### src/rtl/flash_report_pkg.sv
// Shared constants, transmitter state encoding and ASCII helpers for the
// flash-ID UART report path.
package flash_report_pkg;

    localparam logic [7:0] ASC_I     = 8'h49;
    localparam logic [7:0] ASC_D     = 8'h44;
    localparam logic [7:0] ASC_COLON = 8'h3A;
    localparam logic [7:0] ASC_CR    = 8'h0D;
    localparam logic [7:0] ASC_LF    = 8'h0A;

    localparam int unsigned MSG_LEN  = 32'd7;
    localparam logic [2:0]  MSG_LAST = 3'(MSG_LEN - 32'd1);

    typedef enum logic [1:0] {
        ST_IDLE  = 2'd0,
        ST_START = 2'd1,
        ST_DATA  = 2'd2,
        ST_STOP  = 2'd3
    } tx_state_e;

    function automatic logic [7:0] nibble2ascii(input logic [3:0] nib);
        logic [7:0] res_s;
        if (nib <= 4'd9) begin
            res_s = 8'h30 + {4'h0, nib};
        end else begin
            res_s = 8'h37 + {4'h0, nib};
        end
        return res_s;
    endfunction

    // Byte idx of the line "ID:XX\r\n" for a given ID.
    function automatic logic [7:0] msg_byte(input logic [2:0] idx, input logic [7:0] id);
        logic [7:0] res_s;
        case (idx)
            3'd0:    res_s = ASC_I;
            3'd1:    res_s = ASC_D;
            3'd2:    res_s = ASC_COLON;
            3'd3:    res_s = nibble2ascii(id[7:4]);
            3'd4:    res_s = nibble2ascii(id[3:0]);
            3'd5:    res_s = ASC_CR;
            3'd6:    res_s = ASC_LF;
            default: res_s = ASC_LF;
        endcase
        return res_s;
    endfunction

endpackage

### src/rtl/uart_byte_tx.sv
// 8N1 byte transmitter. A request seen in the final stop-bit cycle chains the
// next frame with no idle gap; tx_done marks that final stop-bit cycle.
module uart_byte_tx
    import flash_report_pkg::*;
#(
    parameter int unsigned BAUD_DIV = 32'd434
) (
    input  logic       clk,
    input  logic       rst,
    input  logic       tx_start,
    input  logic [7:0] tx_data,
    output logic       tx_busy,
    output logic       tx_done,
    output logic       tx
);

    if (BAUD_DIV < 32'd2) begin : g_baud_chk
        $error("uart_byte_tx: BAUD_DIV must be >= 2");
    end

    localparam int unsigned     CNT_W     = (BAUD_DIV > 32'd2) ? $clog2(BAUD_DIV) : 32'd1;
    localparam logic [CNT_W-1:0] CNT_ZERO  = CNT_W'(32'd0);
    localparam logic [CNT_W-1:0] CNT_ONE   = CNT_W'(32'd1);
    localparam logic [CNT_W-1:0] BAUD_LAST = CNT_W'(BAUD_DIV - 32'd1);
    localparam logic [CNT_W-1:0] BAUD_PRE  = CNT_W'(BAUD_DIV - 32'd2);

    tx_state_e        state_r;
    logic [CNT_W-1:0] baud_cnt_r;
    logic [2:0]       bit_cnt_r;
    logic [7:0]       shift_r;
    logic             tx_r;
    logic             busy_r;
    logic             done_r;
    logic             baud_end_s;

    // Last cycle of the current bit period
    always_comb begin
        baud_end_s = (baud_cnt_r == BAUD_LAST);
    end

    // Frame sequencer: start bit, eight data bits LSB first, stop bit
    always_ff @(posedge clk) begin
        if (rst) begin
            state_r    <= ST_IDLE;
            baud_cnt_r <= CNT_ZERO;
            bit_cnt_r  <= 3'd0;
            shift_r    <= 8'h00;
            tx_r       <= 1'b1;
            busy_r     <= 1'b0;
            done_r     <= 1'b0;
        end else begin
            done_r <= 1'b0;
            case (state_r)
                ST_IDLE: begin
                    baud_cnt_r <= CNT_ZERO;
                    if (tx_start) begin
                        state_r   <= ST_START;
                        shift_r   <= tx_data;
                        bit_cnt_r <= 3'd0;
                        tx_r      <= 1'b0;
                        busy_r    <= 1'b1;
                    end else begin
                        tx_r   <= 1'b1;
                        busy_r <= 1'b0;
                    end
                end
                ST_START: begin
                    if (baud_end_s) begin
                        baud_cnt_r <= CNT_ZERO;
                        state_r    <= ST_DATA;
                        tx_r       <= shift_r[0];
                    end else begin
                        baud_cnt_r <= baud_cnt_r + CNT_ONE;
                    end
                end
                ST_DATA: begin
                    if (baud_end_s) begin
                        baud_cnt_r <= CNT_ZERO;
                        if (bit_cnt_r == 3'd7) begin
                            state_r <= ST_STOP;
                            tx_r    <= 1'b1;
                        end else begin
                            bit_cnt_r <= bit_cnt_r + 3'd1;
                            shift_r   <= {1'b0, shift_r[7:1]};
                            tx_r      <= shift_r[1];
                        end
                    end else begin
                        baud_cnt_r <= baud_cnt_r + CNT_ONE;
                    end
                end
                ST_STOP: begin
                    // Pre-decoded one cycle early so tx_done is a clean register
                    done_r <= (baud_cnt_r == BAUD_PRE);
                    if (baud_end_s) begin
                        baud_cnt_r <= CNT_ZERO;
                        if (tx_start) begin
                            state_r   <= ST_START;
                            shift_r   <= tx_data;
                            bit_cnt_r <= 3'd0;
                            tx_r      <= 1'b0;
                        end else begin
                            state_r <= ST_IDLE;
                            busy_r  <= 1'b0;
                        end
                    end else begin
                        baud_cnt_r <= baud_cnt_r + CNT_ONE;
                    end
                end
                default: begin
                    state_r    <= ST_IDLE;
                    baud_cnt_r <= CNT_ZERO;
                    tx_r       <= 1'b1;
                    busy_r     <= 1'b0;
                end
            endcase
        end
    end

    assign tx      = tx_r;
    assign tx_busy = busy_r;
    assign tx_done = done_r;

endmodule

### src/rtl/flash_id_uart_report.sv
// Reports the flash ID as the ASCII line "ID:XX\r\n" on a UART pin, once per
// rising edge of the ID-valid flag; edges during a report are dropped.
module flash_id_uart_report
    import flash_report_pkg::*;
#(
    parameter int unsigned CLK_FREQ = 32'd50_000_000,
    parameter int unsigned BAUD     = 32'd115_200,
    parameter int unsigned BAUD_DIV = CLK_FREQ / BAUD
) (
    input  logic       sys_clk,
    input  logic       sys_rst,
    input  logic       id_flag,
    input  logic [7:0] flash_id,
    output logic       uart_tx,
    output logic       busy,
    output logic       done
);

    logic       id_flag_d_r;
    logic [7:0] id_reg_r;
    logic [2:0] byte_idx_r;
    logic       busy_r;
    logic       done_r;
    logic       start_s;
    logic       tx_start_s;
    logic [7:0] tx_data_s;
    logic       tx_busy_s;
    logic       tx_done_s;

    // Rising edge of the ID-valid flag
    always_comb begin
        start_s = id_flag & ~id_flag_d_r;
    end

    // First byte launches from idle; later bytes chain in the final stop-bit cycle
    always_comb begin
        tx_start_s = 1'b0;
        tx_data_s  = ASC_I;
        if (!busy_r) begin
            tx_start_s = start_s & ~tx_busy_s;
            tx_data_s  = ASC_I;
        end else if (tx_done_s && (byte_idx_r != MSG_LAST)) begin
            tx_start_s = 1'b1;
            tx_data_s  = msg_byte(byte_idx_r + 3'd1, id_reg_r);
        end else begin
            tx_start_s = 1'b0;
            tx_data_s  = ASC_I;
        end
    end

    // Message sequencing, ID capture and the report status outputs
    always_ff @(posedge sys_clk) begin
        if (sys_rst) begin
            id_flag_d_r <= 1'b0;
            id_reg_r    <= 8'h00;
            byte_idx_r  <= 3'd0;
            busy_r      <= 1'b0;
            done_r      <= 1'b0;
        end else begin
            id_flag_d_r <= id_flag;
            done_r      <= 1'b0;
            if (!busy_r) begin
                if (tx_start_s) begin
                    busy_r     <= 1'b1;
                    id_reg_r   <= flash_id;
                    byte_idx_r <= 3'd0;
                end
            end else if (tx_done_s) begin
                if (byte_idx_r == MSG_LAST) begin
                    busy_r <= 1'b0;
                    done_r <= 1'b1;
                end else begin
                    byte_idx_r <= byte_idx_r + 3'd1;
                end
            end
        end
    end

    uart_byte_tx #(
        .BAUD_DIV (BAUD_DIV)
    ) u_byte_tx (
        .clk      (sys_clk),
        .rst      (sys_rst),
        .tx_start (tx_start_s),
        .tx_data  (tx_data_s),
        .tx_busy  (tx_busy_s),
        .tx_done  (tx_done_s),
        .tx       (uart_tx)
    );

    assign busy = busy_r;
    assign done = done_r;

endmodule

### config.mk
export PLATFORM = sky130hd
export DESIGN_NAME = flash_id_uart_report
export DESIGN_NICKNAME = d
export VERILOG_FILES = /design/src/rtl/flash_report_pkg.sv /design/src/rtl/uart_byte_tx.sv /design/src/rtl/flash_id_uart_report.sv
export SDC_FILE = /design/constraint.sdc
export NUM_CORES = 1
export LEC_CHECK = 0
export CELL_PAD_IN_SITES_DETAIL_PLACEMENT = 1
export CELL_PAD_IN_SITES_GLOBAL_PLACEMENT = 1
export CORE_MARGIN = 5
export CORE_UTILIZATION = 35
export DETAILED_ROUTE_END_ITERATION = 6
export PLACE_DENSITY = 0.68
export SLEW_MARGIN = 10
export SYNTH_ARGS = -nofsm -noshare
export SYNTH_HDL_FRONTEND = slang
export SYNTH_SLANG_ARGS = --single-unit
### constraint.sdc
create_clock -name sys_clk -period 2 [get_ports sys_clk]
set_input_delay 0.4 -clock sys_clk [delete_from_list [all_inputs] [get_ports sys_clk]]
set_output_delay 0.4 -clock sys_clk [all_outputs]
set_load 0.005 [all_outputs]
======== Word level (Yosys, flattened, before mapping) ========
Index checks and enable logic that the tools add are counted.
word-level totals
  bits in latches ......................... 0
  register bits ........................... 39
  memories ................................ 0
  output and inout bits ................... 3
  logic and storage cells ................. 111
  RAM bits ................................ 0
  bits in read-only memories .............. 0
  input port bits ......................... 11
cells by class
  shift operators ......................... 0
  bitwise operators ....................... 7
  div/mod/pow operators ................... 0
  reduce and logical (&&, ||, !) cells .... 15
  equality and inequality tests ........... 23
  add/sub/neg operators ................... 7
  multipliers ............................. 0
  order comparisons ....................... 2
  mux-type cells .......................... 45
operator list
  cell                   number
  $mux W8                6
  $pmux W7 S6            1
  $add A6 B4 Y7 const A  4
  $mux W3                8
  $pmux W8 S3            1
  $eq A9 B9 Y1 const B   2
  $pmux W9 S2            1
  $mux W1                16
  $mux W7                2
  $eq A3 B3 Y1 const B   4
  $mux W2                5
  $ne A2 B1 Y1 const B   5
  $ne A2 B2 Y1 const B   5
  $add A9 B1 Y9 const B  1
  $mux W9                1
  $pmux W3 S3            1
  $le A4 B4 Y1 const B   2
  $pmux W2 S4            1
  $reduce_and A4 Y1      2
  $add A3 B1 Y3 const B  2
  $eq A3 B2 Y1 const B   2
  $reduce_and A3 Y1      2
  $reduce_or A3 Y1       2
  $not A1 Y1             5
  15 further kinds       18

======== Logic depth before layout (Yosys ltp) ========
  depth in word-level cells ............... 8
  mapped depth ............................ 8
  gate-level depth less buffers ........... 7

======== Cells and area by module ========
From an unflattened synthesis, not the netlist that was laid out.
second synthesis, totals
  cells, all modules ...................... 277
  area, all modules ....................... 2389.8 um^2
by module, submodules not included
  module                times used  cells each  area each (um^2)
  uart_byte_tx          1           151         1423.9
  flash_id_uart_report  1           126         965.9

======== Worst setup path after synthesis ========
OpenSTA, ideal clock, no wires.
  path type ............................... register -> register
  start point ............................. reg byte_idx_r[0]
  end point ............................... reg u_byte_tx.shift_r[4]
  data required time ...................... 1.912 ns
  path buffers ............................ 0
  arrival time ............................ 2.106 ns
  setup time .............................. 0.088 ns
  setup slack ............................. -0.194 ns
  stages on the path, launching flop included .. 7
  cell sequence ........................... dfxtp_1 > ha_1 > ha_1 > o21ai_0 > a2111oi_0 > o21ai_0 > a311oi_2
on the way
  word-level cells in the longest chain between the ends .. 8
  elaborated cells between the ends (all ways) .. 17
  those cells by class .................... add/sub: 1; eq/ne: 6; mux: 8; reduce/logical: 2
RTL lines
  item                                        RTL line                                RTL
  from (decl)                                 flash_id_uart_report.sv:21              logic [2:0] byte_idx_r;
  from (signal assigned)                      flash_id_uart_report.sv:73              byte_idx_r <= byte_idx_r + 3'd1;
  $add A3 B1 Y3                               flash_id_uart_report.sv:44              tx_data_s = msg_byte(byte_idx_r + 3'd1, id_reg_r);
  $eq A3 B3 Y1, or another cell as far along  flash_report_pkg.sv:34                  case (idx)
  $pmux W7 S6                                 flash_report_pkg.sv:34
  $mux W8                                     flash_id_uart_report.sv:42              end else if (tx_done_s && (byte_idx_r != MSG_LAST)) begin
  $mux W8                                     flash_id_uart_report.sv:39              if (!busy_r) begin
  $mux W8 *                                   uart_byte_tx.sv:56, uart_byte_tx.sv:96
  $mux W8                                     uart_byte_tx.sv:94                      if (baud_end_s) begin
  $pmux W8 S3 *                               uart_byte_tx.sv:53                      case (state_r)
  to (signal assigned)                        uart_byte_tx.sv:58                      shift_r <= tx_data;
  to (signal assigned)                        uart_byte_tx.sv:84                      shift_r <= {1'b0, shift_r[7:1]};
  to (signal assigned)                        uart_byte_tx.sv:98                      shift_r <= tx_data;
  to (decl)                                   uart_byte_tx.sv:30                      logic [7:0] shift_r;
Every way passes the cells marked *; elsewhere a longest branch is shown, timed or not. The select of a mux whose other input is x is not followed.
A chain may end at the register's enable or synchronous reset.

======== Worst setup path after layout ========
  start point ............................. reg byte_idx_r[1]
  end point ............................... reg u_byte_tx.shift_r[6]
The elaborated chain is that of the path after synthesis.

==> results.toml <==
[timing]
worst_slack_ps = 57.4
max_slew.worst_pin.slew_ps = 440
slew_headroom_pct = 70.6
setup_viol = 0
skew_ps = 3.20
final.period_utilization_pct = 97.1
final.setup.tns_ps = 0
maxSlewViolCount = 0
finalCriticalPeriod_ps = 1940
worst_hold_slack_ps = 468
hold_viol = 0
rsz0062_at_grt = "yes"
fmax_ghz = 0.515

[synthesis]
synth_cells = 250
synth_top_flop_cell = "dfxtp_1"
synth_warnings = 0
yosysUniqueCellTypes = 51
syn_area_per_cell_um2 = 8.58
synth-edff-count = 0
synth_fp_nets = 281
synth-async-reset-ratio_pct = 0
seq_area_frac_synth_pct = 35.5
ys_ff_latch = 38
syn_area_mm2 = 0.00214

[worst_setup_path]
cpPeakStageDelay_ps = 470
path_cells = "ha_4 -> ha_4 -> buf_4 -> a2111oi_1 -> o221ai_1 -> nand4_1 -> a21oi_1"
crit_family = "compound AO/OA/AOI/OAI gates"
critical_path_class = "reg -> reg"
crit_buf_inv = 1
cpMostUsedCell = "ha_4"
cp-start-kind = "flop"
critPathRequiredTime_ps = 2190
cp_max_fo = 3
cp.arrival_ps = 2130
end_kind = "flop"
r2r_slack_ps = 60
cpMaxStageDelayCell = "a2111oi_1"

[grt]
grt_max_degree = 31
grt_overflow = 0
grt_usage_pct = 15.8
grt_pass1_vias = 1990
grt_pass1_wl_um = 9450
antenna_found_initial = 0

[layout]
areaGrowthSynthToFinish_pct = 31.4
final_util_pct = 47.3
final_common_cell = "dfxtp_1"
final_cell_mix = "37 x dfxtp_1, 35 x buf_4, 33 x nand2_1"
final_cells = 374
nFillCells = 725
multi_input_area_mm2 = 0.00139
seq_area_um2 = 762
fin_nets = 329
layout-drive-gt1-share_pct = 24.7
antennaDiodeCount = 0

[placement]
place_ws_ps = -280
numPlacedInstances = 365
place_congestion = 0.882
hpwl_um = 4310
port-buffer-count = 13

[detailed_routing]
vias = 1954
avgViaCountPerCell = 5.22
wirelength_um = 5730
routedWlPerCell_um = 15.3
drc_errors = 0
drt_pass1_iterations = 4
first_iter_violations = 49
postRouteAntennaNets = 0

[clock_tree]
clkTransAtPathRegs_ps = 80
clock-sinks = 38
cts-root-buf = "clkbuf_8"
htree_num_levels = 2
hold_buffers = 0
cts_buffers = 5
clock_latency_ps = 300
tritoncts = "built"
cts.path.max_buffers = 2

[floorplanning]
start_util_pct = 36.0
die_w_um = 88.3
ioPinCount = 14
core_mm2 = 0.00596
die_h_um = 88.3
die-area_mm2 = 0.00779
row_count = 28

[power]
vdd_ir_drop_max_v = 0.000593
p_leak_nw = 1.07
power.density_mw_per_mm2 = 900

[outcome]
outcome = "finished clean"

[run]
maxCapViolCount = 0

[min_path]
min_path_type = "reg -> reg"
area by class of cell:
cell class / instances / area share (%)
timing repair buffer: 48 / 13.9
multi-input combinational: 188 / 49.4
clock inverter: 3 / 1.60
tap: 75 / 3.33
clock buffer: 5 / 2.44
sequential: 38 / 27.0
inverter: 17 / 2.26
registers in the layout (all words and copies together), names as in the netlist:
signal                count
u_byte_tx.baud_cnt_r      9
id_reg_r                  8
u_byte_tx.shift_r         7
byte_idx_r                3
u_byte_tx.bit_cnt_r       3
u_byte_tx.state_r         2
busy                      1
done                      1
id_flag_d_r               1
u_byte_tx.tx              1
u_byte_tx.tx_busy         1
u_byte_tx.tx_done         1
Yosys cell counts (all sizes together) (2+ instances only):
library cell	instances	area [um2]
nand3b	2	15.0
nor3	9	45.0
and3	3	18.8
buf	3	23.8
a31oi	2	12.5
a22oi	2	15.0
inv	17	63.8
a211oi	2	15.0
a221oi	4	35.0
ha	20	250
a32oi	2	17.5
or4b	2	23.8
o221ai	3	26.3
o21bai	2	15.0
nand2	33	124
a311oi	3	45.0
xnor2	4	35.0
nand2b	3	18.8
clkbuf	4	15.0
nand3	4	20.0
o21ai	7	46.3
o41ai	2	25.0
mux2i	2	20.0
nor2	33	124
dfxtp	38	761
xor2	5	43.8
a2111oi	2	17.5
nand4	4	25.0
and2	4	25.0
a21oi	14	70.1
layer usage:
| metal | track usage, % | share of wire [%] |
|---|---|---|
| met5 | 0 | 0 |
| met4 | 4.81 | 0.70 |
| met3 | 4.00 | 3.0 |
| met2 | 27.7 | 50 |
| met1 | 19.1 | 46 |
kinds of logic after synthesis:
family | synth area share (%)
AND/OR/NAND/NOR | 23.4
AO/OA/AOI/OAI | 20.1
flip-flops | 35.5
buffers and inverters | 4.78
adder cells (fa/ha/maj) | 11.7
XOR/XNOR | 3.68
multiplexers | 0.934
per-stage QoR:
step / power [W] / cell area [um2]
4_1_cts: 0.00253 / 2740
2_1_floorplan: 0.00153 / 2150
5_1_grt: 0.00271 / 2820
6_report: 0.00254 / 2820
3_5_place_dp: 0.00182 / 2590
3_3_place_gp: 0.00180 / 2590
final timing paths:
kind                               end  cells after the start                 start
setup reg to reg  u_byte_tx.shift_r[6]                      7         byte_idx_r[1]
hold / removal    u_byte_tx.shift_r[6]                      2  u_byte_tx.shift_r[6]
setup / recovery  u_byte_tx.shift_r[6]                      7         byte_idx_r[1]
hold reg to reg   u_byte_tx.shift_r[6]                      2  u_byte_tx.shift_r[6]
worst min-delay path, stage by stage, from the launching register on:
cell and delay [ps]:
dfxtp_1 320, nand2_1 60, a21oi_1 50
report_power, final:
group | internal [W] | switching, W | leakage (nW) | total (W)
combinational | 0.000418 | 0.000476 | 0.710 | 0.000894
sequential | 0.000869 | 0.0000868 | 0.310 | 0.000956
clock | 0.000371 | 0.000315 | 0.0504 | 0.000686
repair_timing:
action / 4_1_cts / 5_1_grt
resized for setup: 9 / 17
setup endpoints to repair: 5 / 9
pin swaps: 2 / 6
buffers inserted: 0 / 2
Note: power is estimated with default switching activity, not from simulation.
